$ cat src/rtl/toggle_rx_pkg.sv
// Shared types and default sizing for the toggle-event receiver.
package toggle_rx_pkg;

    localparam int DEF_SYNC_STAGES = 2;
    localparam int DEF_CNT_W       = 8;
    localparam int DEF_PEND_W      = 4;

    // Receiver states; EMPTY/HAVE/FULL track the pending-event count.
    typedef enum logic [1:0] {
        ST_INIT  = 2'd0,
        ST_EMPTY = 2'd1,
        ST_HAVE  = 2'd2,
        ST_FULL  = 2'd3
    } state_t;

endpackage

$ cat src/rtl/toggle_sync.sv
// Multi-flop synchroniser for the asynchronous toggle line.
module toggle_sync #(
    parameter int SYNC_STAGES = 2
) (
    input  logic clk,
    input  logic rst,
    input  logic d,
    output logic q
);

    logic [SYNC_STAGES-1:0] sync_q;
    logic [SYNC_STAGES-1:0] sync_d;

    // Shift the raw level one stage deeper each cycle.
    always_comb begin
        sync_d = {sync_q[SYNC_STAGES-2:0], d};
    end

    // Synchroniser flops; cleared by the asynchronous active-low reset.
    always_ff @(posedge clk or negedge rst) begin
        if (!rst) sync_q <= '0;
        else      sync_q <= sync_d;
    end

    assign q = sync_q[SYNC_STAGES-1];

endmodule

$ cat src/rtl/toggle_event_rx.sv
// Receive side of a toggle-encoded event link: each level change on t_in
// becomes one event, strobed on ev_pulse, counted on ev_count and queued
// as a pending count drained by the consumer.
// Optional build macro TOGGLE_RX_FILTER_EN: a synchronised level is only
// accepted once it has been stable for two cycles (one extra cycle of
// latency, one-cycle excursions ignored, INIT one cycle longer).
//
// Handshake: ev_valid is a registered decode of the state (HAVE or FULL).
// One event is consumed on every rising edge where ev_valid && ev_ready;
// ev_ready while ev_valid is low is ignored, and there is no combinational
// path from ev_ready to any output.
module toggle_event_rx
    import toggle_rx_pkg::*;
#(
    parameter int SYNC_STAGES = DEF_SYNC_STAGES,
    parameter int CNT_W       = DEF_CNT_W,
    parameter int PEND_W      = DEF_PEND_W
) (
    input  logic              clk,
    input  logic              rst,
    input  logic              t_in,
    output logic              ev_pulse,
    output logic              ev_valid,
    input  logic              ev_ready,
    output logic [CNT_W-1:0]  ev_count,
    output logic [PEND_W-1:0] pend,
    output logic              overflow,
    input  logic              clr_ovf,
    output state_t            dbg_state
);

`ifdef TOGGLE_RX_FILTER_EN
    localparam int INIT_LEN = SYNC_STAGES + 2;
`else
    localparam int INIT_LEN = SYNC_STAGES + 1;
`endif
    localparam int                INIT_W   = $clog2(INIT_LEN + 1);
    localparam logic [PEND_W-1:0] PEND_MAX = {PEND_W{1'b1}};

    logic sync_out;

    toggle_sync #(.SYNC_STAGES(SYNC_STAGES)) u_sync (
        .clk (clk),
        .rst (rst),
        .d   (t_in),
        .q   (sync_out)
    );

    state_t              state_q, state_d;
    logic [INIT_W-1:0]   init_cnt_q, init_cnt_d;
    logic                last_q, last_d;
    logic                pulse_q, pulse_d;
    logic [CNT_W-1:0]    cnt_q, cnt_d;
    logic [PEND_W-1:0]   pend_q, pend_d;
    logic                ovf_q, ovf_d;
    logic                level;
    logic                event_det;
    logic                pop;

`ifdef TOGGLE_RX_FILTER_EN
    logic prev_q, prev_d;

    // Remember last cycle's synchronised level for the stability test.
    always_comb begin
        prev_d = sync_out;
    end

    // A new level counts only when it matches the previous sample.
    always_comb begin
        level = (sync_out == prev_q) ? sync_out : last_q;
    end

    // Stability-history flop.
    always_ff @(posedge clk or negedge rst) begin
        if (!rst) prev_q <= 1'b0;
        else      prev_q <= prev_d;
    end
`else
    // Without the filter the synchronised level is used directly.
    always_comb begin
        level = sync_out;
    end
`endif

    // Next-state, event detection, counters and overflow.
    always_comb begin
        state_d    = state_q;
        init_cnt_d = init_cnt_q;
        last_d     = level;
        pulse_d    = 1'b0;
        cnt_d      = cnt_q;
        pend_d     = pend_q;
        ovf_d      = clr_ovf ? 1'b0 : ovf_q;
        event_det  = 1'b0;
        pop        = ((state_q == ST_HAVE) || (state_q == ST_FULL)) && ev_ready;

        if (state_q == ST_INIT) begin
            // Track the line silently until the synchroniser has settled.
            last_d = sync_out;
            if (init_cnt_q == INIT_W'(INIT_LEN - 1)) state_d = ST_EMPTY;
            else                                     init_cnt_d = init_cnt_q + INIT_W'(1);
        end else begin
            event_det = level ^ last_q;
            pulse_d   = event_det;
            if (event_det) cnt_d = cnt_q + CNT_W'(1);

            case (state_q)
                ST_EMPTY: begin
                    if (event_det) pend_d = PEND_W'(1);
                end
                ST_HAVE: begin
                    if (event_det && !pop)      pend_d = pend_q + PEND_W'(1);
                    else if (pop && !event_det) pend_d = pend_q - PEND_W'(1);
                end
                ST_FULL: begin
                    // Saturated: a further event is lost and flagged.
                    if (event_det && !pop)      ovf_d  = 1'b1;
                    else if (pop && !event_det) pend_d = pend_q - PEND_W'(1);
                end
                default: ;
            endcase

            if (pend_d == '0)            state_d = ST_EMPTY;
            else if (pend_d == PEND_MAX) state_d = ST_FULL;
            else                         state_d = ST_HAVE;
        end
    end

    // State and datapath registers.
    always_ff @(posedge clk or negedge rst) begin
        if (!rst) begin
            state_q    <= ST_INIT;
            init_cnt_q <= '0;
            last_q     <= 1'b0;
            pulse_q    <= 1'b0;
            cnt_q      <= '0;
            pend_q     <= '0;
            ovf_q      <= 1'b0;
        end else begin
            state_q    <= state_d;
            init_cnt_q <= init_cnt_d;
            last_q     <= last_d;
            pulse_q    <= pulse_d;
            cnt_q      <= cnt_d;
            pend_q     <= pend_d;
            ovf_q      <= ovf_d;
        end
    end

    assign ev_pulse  = pulse_q;
    assign ev_valid  = (state_q == ST_HAVE) || (state_q == ST_FULL);
    assign ev_count  = cnt_q;
    assign pend      = pend_q;
    assign overflow  = ovf_q;
    assign dbg_state = state_q;

endmodule

$ cat config.mk
export PLATFORM = sky130hd
export DESIGN_NAME = toggle_event_rx
export DESIGN_NICKNAME = d
export VERILOG_FILES = /design/src/rtl/toggle_rx_pkg.sv /design/src/rtl/toggle_sync.sv /design/src/rtl/toggle_event_rx.sv
export SDC_FILE = /design/constraint.sdc
export NUM_CORES = 1
export LEC_CHECK = 0
export CAP_MARGIN = 20
export CELL_PAD_IN_SITES_DETAIL_PLACEMENT = 1
export CELL_PAD_IN_SITES_GLOBAL_PLACEMENT = 1
export CORE_MARGIN = 1.5
export CORE_UTILIZATION = 40
export CTS_CLUSTER_DIAMETER = 200
export DETAILED_ROUTE_END_ITERATION = 16
export DONT_BUFFER_PORTS = 1
export GPL_TIMING_DRIVEN = 0
export HOLD_SLACK_MARGIN = 0.1
export PLACE_DENSITY = 0.66
export SLEW_MARGIN = 20
export SYNTH_ARGS = -nofsm -noshare
export SYNTH_HDL_FRONTEND = slang
export SYNTH_SLANG_ARGS = --single-unit
export TNS_END_PERCENT = 5
$ cat constraint.sdc
create_clock -name clk -period 3.8 [get_ports clk]
set_input_delay 0.76 -clock clk [delete_from_list [all_inputs] [get_ports clk]]
set_output_delay 0.76 -clock clk [all_outputs]
set_load 0.02 [all_outputs]
After elaboration in Yosys (flattened, before gate mapping)
Index checks and enable logic that the tools add are counted.
{ "totals": {"ff_bits": 21, "out_inout_bits": 17, "elab_cells": 46} }
{ "classes": {"n_addsub": 4, "n_eq_ne": 6, "muxes": 15, "bitwise": 3, "n_reduce_logical": 10} }
{ "op_table": {"columns": ["op", "n"], "rows": [
  ["4-bit two-way mux", 5],
  ["4-bit one-hot mux with 3 select lines", 1],
  ["8-bit by 1-bit adder with 8-bit output (second input constant)", 1],
  ["2-bit equality test (second input constant)", 3],
  ["1-bit two-way mux", 6],
  ["2-bit two-way mux", 3],
  ["4-bit by 1-bit adder with 4-bit output (second input constant)", 1],
  ["4-bit equality test (second input constant)", 1],
  ["4-bit zero test", 1],
  ["2-bit AND reduction", 2],
  ["4-bit by 1-bit subtractor with 4-bit output (second input constant)", 1],
  ["1-bit logical AND", 3],
  ["2-bit by 1-bit adder with 2-bit output (second input constant)", 1],
  ["2-bit by 1-bit equality test with 1-bit output (second input constant)", 1],
  ["1-bit zero test", 2],
  ["2-bit zero test", 1],
  ["2-bit by 1-bit inequality test with 1-bit output (second input constant)", 1],
  ["1-bit NOT", 2],
  ["1-bit logical OR", 1],
  ["1-bit XOR", 1]
]} }

Depth between registers and ports, before layout
Gate-level depths: netlist of run 1.
{ "logic_depth": {"word_depth": 12, "mapped_depth": 8, "ltp_nobuf": 8} }

Modules after synthesis
A second synthesis of run 1 with hierarchy kept.
{ "hier_totals": {"hier_cells": 101, "hier_area_um2": 1063.5} }
{ "by_module_without_submodules": {"columns": ["module", "n_inst", "cells_each", "area_each_um2", "seq_area_each_um2"], "rows": [
  ["toggle_event_rx", 1, 99, 1013.5, 475.5],
  ["toggle_sync", 1, 2, 50.0, 50.0]
]} }

Least setup slack after synthesis of run 1
No wires, ideal clock.
{ "synth_timing": {"path_kind": "input-to-reg", "from": "input port ev_ready", "to": "register state_q[0] (netlist: dbg_state[0])", "setup_ns": 0.129, "arrival_time_ns": 1.926, "t_required_ns": 3.671, "slack_ns": 1.745, "cell_stages": 7, "n_path_buf": 1, "cell_sequence": "buf_4 > or4b_1 > mux2i_1 > a221o_1 > nor2_2 > a32oi_1 > o21ai_1"} }
{ "synth_via": {"elab_chain_cells": 10, "word_cells_on_any_way": 14} }
{ "synth_lines": {"columns": ["item", "line_no", "source"], "rows": [
  ["start: declaration", "toggle_event_rx.sv:24", "input logic ev_ready,"],
  ["1-bit logical AND *", "toggle_event_rx.sv:95", "pop = ((state_q == ST_HAVE) || (state_q == ST_FULL)) && ev_ready;"],
  ["1-bit logical AND / 1-bit zero test (equally long branches)", null, null],
  ["4-bit two-way mux / 1-bit logical AND (equally long branches)", null, null],
  ["4-bit two-way mux (on tied branches)", "toggle_event_rx.sv:117, toggle_event_rx.sv:112", null],
  ["4-bit one-hot mux with 3 select lines *", "toggle_event_rx.sv:107", "case (state_q)"],
  ["4-bit two-way mux *", "toggle_event_rx.sv:97", "if (state_q == ST_INIT) begin"],
  ["4-bit equality test", "toggle_event_rx.sv:124", "else if (pend_d == PEND_MAX) state_d = ST_FULL;"],
  ["1-bit two-way mux", "toggle_event_rx.sv:124", null],
  ["2-bit two-way mux *", "toggle_event_rx.sv:123", "if (pend_d == '0) state_d = ST_EMPTY;"],
  ["2-bit two-way mux *", "toggle_event_rx.sv:97", null],
  ["end signal: assignment", "toggle_event_rx.sv:140", "state_q <= state_d;"],
  ["end: declaration", "toggle_event_rx.sv:49", "state_t state_q, state_d;"]
]} }
Every way passes the cells marked *; elsewhere a longest branch is shown, timed or not. The select of a mux whose other input is x is not followed.
A chain may end at the register's enable or synchronous reset.

Final worst setup path of run 1
{ "layout_timing": {"from": "register pend_q[0] (netlist: pend[0])", "to": "register state_q[0] (netlist: dbg_state[0])"} }
{ "layout_via": {"elab_chain_cells": 9, "word_cells_on_any_way": 13} }
{ "layout_lines": {"columns": ["item", "line_no", "source"], "rows": [
  ["start: declaration", "toggle_event_rx.sv:54", "logic [PEND_W-1:0] pend_q, pend_d;"],
  ["start signal: assignment", "toggle_event_rx.sv:145", "pend_q <= pend_d;"],
  ["4-bit by 1-bit subtractor with 4-bit output", "toggle_event_rx.sv:113, toggle_event_rx.sv:118", null],
  ["4-bit two-way mux", "toggle_event_rx.sv:113, toggle_event_rx.sv:118", null],
  ["4-bit two-way mux (on tied branches)", "toggle_event_rx.sv:117, toggle_event_rx.sv:112", null],
  ["4-bit one-hot mux with 3 select lines *", "toggle_event_rx.sv:107", null],
  ["4-bit two-way mux *", "toggle_event_rx.sv:97", null],
  ["4-bit equality test", "toggle_event_rx.sv:124", null],
  ["1-bit two-way mux", "toggle_event_rx.sv:124", null],
  ["2-bit two-way mux *", "toggle_event_rx.sv:123", null],
  ["2-bit two-way mux *", "toggle_event_rx.sv:97", null]
]} }
Marked as above.

==> results.md, run 1 <==
* Vias after detailed routing at around 860
* WP data required at 4020 ps
* CP max-delay cell: dfrtp_1
* Area growth, synth to finish at 5.561%
* Post_cts resized at 0
* Cell row count at 19
* Final Hold Vio Count at 0
* Die Wd at between 50 and 60 um
* Tightest Hold Check Type: input port to asynchronous set/reset pin
* Worst-path fanout max at 8
* Worst slack, placed at ~1600 ps
* Setup violators final at 0
* Slew margin rel. at 0.6390
* Ratio of cells with drive above 1 in the final layout at 0.1579
* Setup TNS at 0 ps
* Crit path kind: register to register
* DRT Wirelength at about 2.5 mm
* Drt drc at 0
* H-tree lvl count at 1
* GRT overflow at 0
* Post-synth cell types at 42
* Post-Syn Area per Cell at approximately 11 um2
* Clk Latency, worst-skew pair at around 290 ps
* Initial core utilization at 0.4242
* Placer's final routability congestion estimate at 0.6969
* Sink Count at 21
* CP Data Arrival Time at ~2400 ps
* Root buf cell: clkbuf_4
* Maximum buffer depth of the clock tree at 2
* Die Y at about 57 um
* Register area share after synthesis at 0.4492
* Commonest non-fill, non-tap cell in the layout: dfrtp_1
* Vias per std cell at 5.917
* TritonCTS clock tree: done
* Max-cap violations at 0
* Antenna diode count at 0
* Total Routing Usage GR at 0.1793
* Fin crit period at roughly 2200 ps
* RSZ-0062 raised after global routing: false
* Largest net degree at the start of global routing at 22
* Crit-path cells: inv_1 > ha_1 > or4b_1 > mux2i_1 > a221oi_2 > nor2_2 > a32oi_1 > o21ai_1
* Final period utilization at 0.5771
* Net count after synthesis at between 100 and 150
* Most frequent cells in the layout: 21 x dfrtp_1, 9 x nand2_1, 8 x xnor2_1, 7 x inv_1, 5 x nor2_1
* Die area at 0.003258 mm2
* Initial antenna violation count at 0
* Routed len/inst at approximately 17 um
* Reg clk slew, reported paths at about 110 ps
* Area of the core at 0.002758 mm2
* YS warnings at 0
* Num ports at 22
* FF/Latch Area at 525.5 um2
* Antenna Nets Post-Route at 0
* Slew Viols, Final at 0
* Fillers at roughly 330
* Iteration count of the initial detailed-routing pass at 4
* Area of the multi-input gates at between 500 and 600 um2
* Max stage delay on crit path at ~600 ps
* Endpoint type of the worst setup path: register
* Hold-fix buffers, CTS at 0
* Fmax at roughly 460 MHz
* Pwr Total at 1.034 mW
* Startpoint Class: register
* Final setup skew at between 4 and 5 ps
* VDD IR max at ~480 uV
* Number of DRC markers in iteration 0 at 16
* Pwr/cell area at 837.5 mW/mm2
* Setup bufs post-CTS at 0
* Final setup margin at ~1600 ps
* Fin nets at between 100 and 150
* Post-DP HPWL at between 1.5 and 2 mm
* Pleak at roughly 0.53 nW
* Mapped Area at 0.001170 mm2
* Port Buf Inserts at 0
* Yosys reg bits at 21
* Vias in the first global route at approximately 940
* Slew @ Worst Pin at ~540 ps
* CTS buffer count at 3
* Status: completed
* Post-Syn Instances at 110
* Global-route wire length before repair at about 4.6 mm
[registers in the layout (all words and copies together), names as in the netlist]
signal and count:
dbg_state 2, ev_count 8, ev_pulse 1, init_cnt_q 2, last_q 1, overflow 1, pend 4, u_sync.sync_q 2
[critical path: cells and delay by family, from the launching register on]
family | cells | cell delay [ps]
AO/OA/AOI/OAI | 3 | 290
adder cells (fa/ha/maj) | 1 | 340
AND/OR/NAND/NOR | 2 | 600
flip-flops | 1 | 590
multiplexers | 1 | 160
buffers and inverters | 1 | 130
[metrics by stage]
stage / cell area [um2] / util / hold WS, ps / cells
after floorplan: 1170 / - / 331.2 / 110
after global placement: 1209 / 0.4383 / 331.7 / 141
after detailed placement: 1209 / 0.4383 / 336.3 / 141
after CTS: 1235 / 0.4478 / 131.5 / 145
after global routing: 1235 / 0.4478 / 114.8 / 145
final: 1235 / 0.4478 / 142.0 / 145
[where the power goes]
group / internal, mW / switching [mW] / total (mW)
combinational: 0.204 / 0.242 / 0.445
sequential: 0.303 / 0.183 / 0.486
clock: 0.0408 / 0.0628 / 0.104
[cell type report]
class | count | area share
multi-input combinational | 76 | 0.4640
sequential | 21 | 0.4255
buffer | 6 | 0.03647
tap | 31 | 0.03141
clock buffer | 4 | 0.02128
inverter | 7 | 0.02128
[routing by layer]
metal | GRT usage | wire (um)
met5 | 0 | 0
met3 | 0.03401 | 90
met1 | 0.2240 | 1123
met4 | 0.08970 | 29
met2 | 0.2972 | 1272
[Yosys cell counts, drive strengths merged]
| cell type | number | area (um2) |
|---|---|---|
| inv | 7 | 26.28 |
| a221oi | 1 | 15.01 |
| buf | 5 | 41.29 |
| xnor2 | 8 | 70.07 |
| nand3b | 1 | 7.510 |
| mux2 | 2 | 26.27 |
| a21oi | 4 | 20.02 |
| nor3 | 1 | 5.000 |
| a2bb2oi | 2 | 23.77 |
| o21ai | 3 | 15.01 |
| a211oi | 1 | 12.51 |
| a22oi | 1 | 7.510 |
| a221o | 1 | 10.01 |
| clkbuf | 1 | 3.750 |
| a32oi | 1 | 8.760 |
| nand2b | 1 | 6.260 |
| mux2i | 2 | 20.02 |
| o32ai | 1 | 8.760 |
| dfrtp | 21 | 525.5 |
| a31oi | 2 | 12.51 |
| or4b | 3 | 33.78 |
| nor2 | 7 | 31.28 |
| nand4b | 1 | 8.760 |
| o31ai | 2 | 15.01 |
| nand4 | 2 | 12.51 |
| or2 | 1 | 6.260 |
| and4 | 1 | 8.760 |
| and3 | 2 | 12.51 |
| o22ai | 2 | 12.51 |
| xor2 | 3 | 26.28 |
| nand2 | 9 | 33.78 |
| a311oi | 2 | 23.77 |
| o221ai | 1 | 8.760 |
| ha | 4 | 50.05 |
| nand3 | 4 | 20.02 |
[cells by family after synthesis]
kind of cell,count (synthesis),synth area share
simple gates,33,0.1594
compound gates,24,0.1658
flops,21,0.4492
buf+inv,13,0.06096
xor+xnor,11,0.08236
mux,4,0.03957
fa+ha+maj,4,0.04278
[worst paths after layout]
| kind | end | from | slack [ps] | cells past startpoint |
|---|---|---|---|---|
| setup / recovery | dbg_state[0] | pend[0] | 1610 | 8 |
| hold / removal | ev_pulse | rst | 140 | 0 |
| setup reg to reg | dbg_state[0] | pend[0] | 1610 | 8 |
| hold reg to reg | u_sync.sync_q[1] | u_sync.sync_q[0] | 360 | 0 |
| max in group asynchronous | dbg_state[0] | rst | 3580 | 0 |
| min in group clk | u_sync.sync_q[1] | u_sync.sync_q[0] | 360 | 0 |
Note: power is estimated with default switching activity, not from simulation.
==> inputs of run 2 (changes only) <==
clock period = 2.1 ns   (was 3.8 ns; I/O delays follow)
==> results.md, run 2 (synthesis results as in run 1) <==
* Worst-path fanout max at 8 (unchanged)
* Slew Viols, Final at 0 (unchanged)
* Final setup margin at 129.7 ps (-1477 ps)
* Cell Area, Placed at 0.001209 mm2 (unchanged)
* Status: completed
* DRT Wirelength at 2.573 mm (+2.3%)
* Slew @ Worst Pin at 916.4 ps (+376.8 ps)
* Die area at 0.003258 mm2 (unchanged)
* Final setup skew at 6.495 ps (+1.609 ps)
* Finished Cell Area at 0.001285 mm2 (+4.1%)
* Initial antenna violation count at 0 (unchanged)
* Antenna diode count at 0 (unchanged)
* Pwr/cell area at 1517 mW/mm2 (+81%)
* Area growth, synth to finish at 9.839%
* VDD IR max at 882.1 uV (+86%)
* Critical R2R Capture: dbg_state[0]
* CP startpoint: pend[0]
* Startpoint Class: register
* Pleak at 0.5387 nW (+1.4%)
* Setup violators final at 0 (unchanged)
* Port Buf Inserts at 0 (unchanged)
* Worst Setup EP: dbg_state[0]
* Endpoint type of the worst setup path: register
* H-tree lvl count at 1 (unchanged)
* Antenna Nets Post-Route at 0 (unchanged)
* Cell row count at 19 (unchanged)
* Vias after detailed routing at 874 (+1.9%)
* Vias per std cell at 5.905 (-0.20%)
* Fmax at 507.5 MHz (+11%)
* Drt drc at 0 (unchanged)
* Worst slack, placed at -56.48 ps (-1660 ps)
* Max-cap violations at 0 (unchanged)
* CP Data Arrival Time at 2190 ps (-220 ps)
* Reg clk slew, reported paths at 110 ps (about the same)
* Area of the core at 0.002758 mm2 (unchanged)
* Max reg flops at 8 (unchanged)
* Cells after DPL at 141 (unchanged)
* Clk Latency, worst-skew pair at 290 ps (about the same)
* Slew margin rel. at 0.3870 (-0.2520)
* Placer's final routability congestion estimate at 0.6969 (unchanged)
* Number of DRC markers in iteration 0 at 18 (+2)
* Final Non-Filler Cells at 148 (+2.1%)
* R2R setup slack at 130 ps (-1480 ps)
* Min Hold Slack at 137.2 ps (-4.800 ps)
* Post-DP HPWL at 1.913 mm (unchanged)
* CTS buffer count at 3 (unchanged)
* Fin crit period at 1970 ps (-222.6 ps)
* Num ports at 22 (unchanged)
* Vias in the first global route at 928 (-1.2%)
* Ratio of cells with drive above 1 in the final layout at 0.2393 (+0.08142)
* Largest net degree at the start of global routing at 22 (unchanged)
* Initial core utilization at 0.4242 (unchanged)
* Tightest Hold Check Type: input port to register
* Root buf cell: clkbuf_4
* Critical R2R Launch: pend[0]
* Fin nets at 127 (+2.4%)
* Crit path kind: register to register
* TritonCTS clock tree: done
* Final period utilization at 0.9382 (+0.3612)
* GRT overflow at 0 (unchanged)
* Sink Count at 21 (unchanged)
* WP data required at 2320 ps (-1700 ps)
* Routed len/inst at 17.39 um (+0.23%)
* Die Y at 57.08 um (unchanged)
* Most frequent cells in the layout: 17 x dfrtp_1, 9 x nand2_1, 8 x xnor2_1, 6 x buf_4
* Global-route wire length before repair at 4.602 mm (+0.92%)
* Total Routing Usage GR at 0.1812 (+0.001907)
* Final design utilization at 0.4660 (+0.01815)
* Maximum buffer depth of the clock tree at 2 (unchanged)
* Worst-case reg-to-reg path depth at 8 (unchanged)
* Die Wd at 57.08 um (unchanged)
* Final Hold Vio Count at 0 (unchanged)
* Commonest non-fill, non-tap cell in the layout: dfrtp_1
* Iteration count of the initial detailed-routing pass at 3 (-1)
-- run 2: changes by cell type in the layout (fill, tap and decap cells not counted), sizes merged --
cell / change
buf: +2
dlygate4sd3: +1
-- run 2: worst min-delay path by stage --
stage	start	end	slack, ps	depth (start not counted)
2_1_floorplan	rst	dbg_state[0]	120	0
3_3_place_gp	rst	u_sync.sync_q[0]	120	0
3_5_place_dp	rst	u_sync.sync_q[0]	120	0
4_1_cts	t_in	u_sync.sync_q[0]	130	0
5_1_grt	t_in	u_sync.sync_q[0]	110	0
6_report	t_in	u_sync.sync_q[0]	140	0
-- run 2: through the flow --
| stage | setup TNS [ps] | power (mW) |
|---|---|---|
| after floorplan | 0 | 1.500 |
| final | 0 | 1.949 |
| after global placement | 0 | 1.654 |
| after global routing | -12.64 | 2.121 |
| after detailed placement | -56.48 | 1.707 |
| after CTS | 0 | 1.913 |
-- run 2: repair_timing --
item,4_1_cts,5_1_grt
hold endpoints to repair,21,0
setup buffers,0,2
pin swaps,0,3
resized for setup,2,6
endpoints found under the setup margin,2,1
hold buffers,1,0
-- run 2: area by class of cell --
| class | count | area (um2) |
|---|---|---|
| Fill cell | 315 | 1473 |
| Clock buffer | 4 | 26.28 |
| Tap cell | 31 | 38.79 |
| Inverter | 7 | 26.28 |
| Timing Repair Buffer | 3 | 25.02 |
| Multi-Input combinational cell | 76 | 593.1 |
| Buffer | 6 | 45.04 |
| Sequential cell | 21 | 530.5 |
-- run 2: layer usage --
| layer | wire length (um) | share of wire | GRT usage |
|---|---|---|---|
| met3 | 89 | 0.035 | 0.03175 |
| met5 | 0 | 0 | 0 |
| met4 | 29 | 0.011 | 0.07973 |
| met1 | 1157 | 0.45 | 0.2313 |
| met2 | 1297 | 0.50 | 0.3021 |
-- run 2: power breakdown --
part	switching, mW	total, mW	internal, mW
logic	0.462	0.869	0.407
registers	0.335	0.891	0.555
clock network	0.115	0.189	0.0738
total	0.913	1.95	1.04
-- run 2: critical path, stage by stage, from the launching register on --
cell and delay (ps):
dfrtp_2 510, inv_2 90, ha_4 250, or4b_1 460
mux2i_1 170, a221oi_2 80, nor2_2 130, a32oi_1 100
o21ai_1 100
==> inputs of run 3 (changes only) <==
clock period = 2.3 ns   (was 2.1 ns; I/O delays follow)
==> results.md, run 3 (synthesis results as in run 1) <==
* Maximum buffer depth of the clock tree at 2 (unchanged)
* Most frequent cells in the layout: 19 x dfrtp_1, 9 x nand2_1, 8 x xnor2_1, 7 x inv_1, 5 x nor2_1
* Worst slack, placed at 143.5 ps (+200.0 ps)
* Antenna diode count at 0 (unchanged)
* Area of the core at 0.002758 mm2 (unchanged)
* Commonest non-fill, non-tap cell in the layout: dfrtp_1
* Antenna Nets Post-Route at 0 (unchanged)
* Root buf cell: clkbuf_4
* Final Hold Vio Count at 0 (unchanged)
* Total Routing Usage GR at 0.1817 (+0.0004769)
* Pwr/cell area at 1368 mW/mm2 (-9.8%)
* Startpoint Class: register
* Final setup margin at 240.6 ps (+110.9 ps)
* Setup bufs post-CTS at 0 (unchanged)
* Final setup skew at 4.900 ps (-1.595 ps)
* Clk Latency, worst-skew pair at 290 ps (about the same)
* Initial core utilization at 0.4242 (unchanged)
* Final design utilization at 0.4564 (-0.009528)
* Status: completed
* Max-cap violations at 0 (unchanged)
* Die area at 0.003258 mm2 (unchanged)
* Setup TNS at 0 ps (unchanged)
* H-tree lvl count at 1 (unchanged)
* Ratio of cells with drive above 1 in the final layout at 0.1810 (-0.05828)
* Initial antenna violation count at 0 (unchanged)
* CP Data Arrival Time at 2280 ps (+90 ps)
* Placer's final routability congestion estimate at 0.6969 (unchanged)
* RSZ-0062 raised after global routing: false
* Die Y at 57.08 um (unchanged)
* WP data required at 2520 ps (+200 ps)
* Drt drc at 0 (unchanged)
* VDD IR max at 788.3 uV (-11%)
* Sink Count at 21 (unchanged)
* TritonCTS clock tree: done
* Cell row count at 19 (unchanged)
* Routed len/inst at 17.28 um (-0.61%)
* Port Buf Inserts at 0 (unchanged)
* Global-route wire length before repair at 4.602 mm (unchanged)
* Max reg flops at 8 (unchanged)
* GRT overflow at 0 (unchanged)
* Final Non-Filler Cells at 147 (-0.68%)
* Fin crit period at 2059 ps (+89.09 ps)
* Number of DRC markers in iteration 0 at 20 (+2)
* Crit path kind: register to register
* Vias per std cell at 5.891 (-0.24%)
* Pwr Total at 1.722 mW (-12%)
* Cells after DPL at 141 (unchanged)
* Vias in the first global route at 926 (-0.22%)
* Endpoint type of the worst setup path: register
* Slew @ Worst Pin at 535.8 ps (-380.6 ps)
* DRT Wirelength at 2.540 mm (-1.3%)
* Setup violators final at 0 (unchanged)
* Worst-path fanout max at 8 (unchanged)
* Vias after detailed routing at 866 (-0.92%)
* Reg clk slew, reported paths at 110 ps (about the same)
* Post-DP HPWL at 1.913 mm (unchanged)
* Pleak at 0.5393 nW (+0.11%)
* Final period utilization at 0.8954 (-0.04285)
* Slew Viols, Final at 0 (unchanged)
* Fin nets at 126 (-0.79%)
* Fmax at 485.6 MHz (-4.3%)
* Largest net degree at the start of global routing at 22 (unchanged)
* Area growth, synth to finish at 7.594%
* Slew margin rel. at 0.6416 (+0.2546)
* Num ports at 22 (unchanged)
* CTS buffer count at 3 (unchanged)
* Tightest Hold Check Type: input port to register
* Iteration count of the initial detailed-routing pass at 4 (+1)
* Die Wd at 57.08 um (unchanged)
==> run 3: cell types whose count changed in the layout (fill, tap and decap cells not counted), sizes merged <==
cell  change
buf       -1
==> run 3: power breakdown <==
group / internal (mW) / switching (mW) / total (mW)
Clock: 0.0674 / 0.104 / 0.171
Combinational: 0.339 / 0.406 / 0.746
Sequential: 0.505 / 0.301 / 0.806
==> run 3: area by class of cell <==
cell class | instances | area, um2
Clock buffer | 4 | 26.28
Tap cell | 31 | 38.79
Multi-Input combinational cell | 76 | 573.1
Fill cell | 322 | 1499
Timing Repair Buffer | 2 | 21.27
Buffer | 6 | 45.04
Inverter | 7 | 26.28
Sequential cell | 21 | 528.0
==> run 3: worst paths after layout <==
path	start	endpoint	slack (ps)	cells past startpoint
setup / recovery	pend[0]	dbg_state[0]	240	8
min in group asynchronous	rst	ev_count[2]	570	1
hold reg to reg	u_sync.sync_q[0]	u_sync.sync_q[1]	360	0
hold / removal	t_in	u_sync.sync_q[0]	180	0
setup reg to reg	pend[0]	dbg_state[0]	240	8
max in group asynchronous	rst	pend[1]	1250	2
==> run 3: critical path: stages (launching register included) <==
cell and delay (ps):
dfrtp_2 500, inv_1 100, ha_1 320, or4b_1 460, mux2i_1 160, a221oi_2 70, nor2_2 140, a32oi_1 110
o21ai_1 110
==> run 3: layer usage <==
metal  global-route usage  wire length, um
met1               0.2299             1119
met3              0.03175              102
met5                    0                0
met4              0.07973               29
met2               0.3054             1289
==> run 3: repair_timing <==
item,in CTS,in global routing
resized for setup,0,2
hold buffers,1,0
endpoints found under the hold margin,21,0
endpoints found under the setup margin,0,1
==> run 3: metrics by stage <==
stage / instance area (um2) / hold slack (ps)
floorplan: 1170 / 164.4
finish: 1259 / 180.3
global placement: 1209 / 164.8
CTS: 1245 / 170.1
detailed placement: 1209 / 164.9
global route: 1259 / 153.5
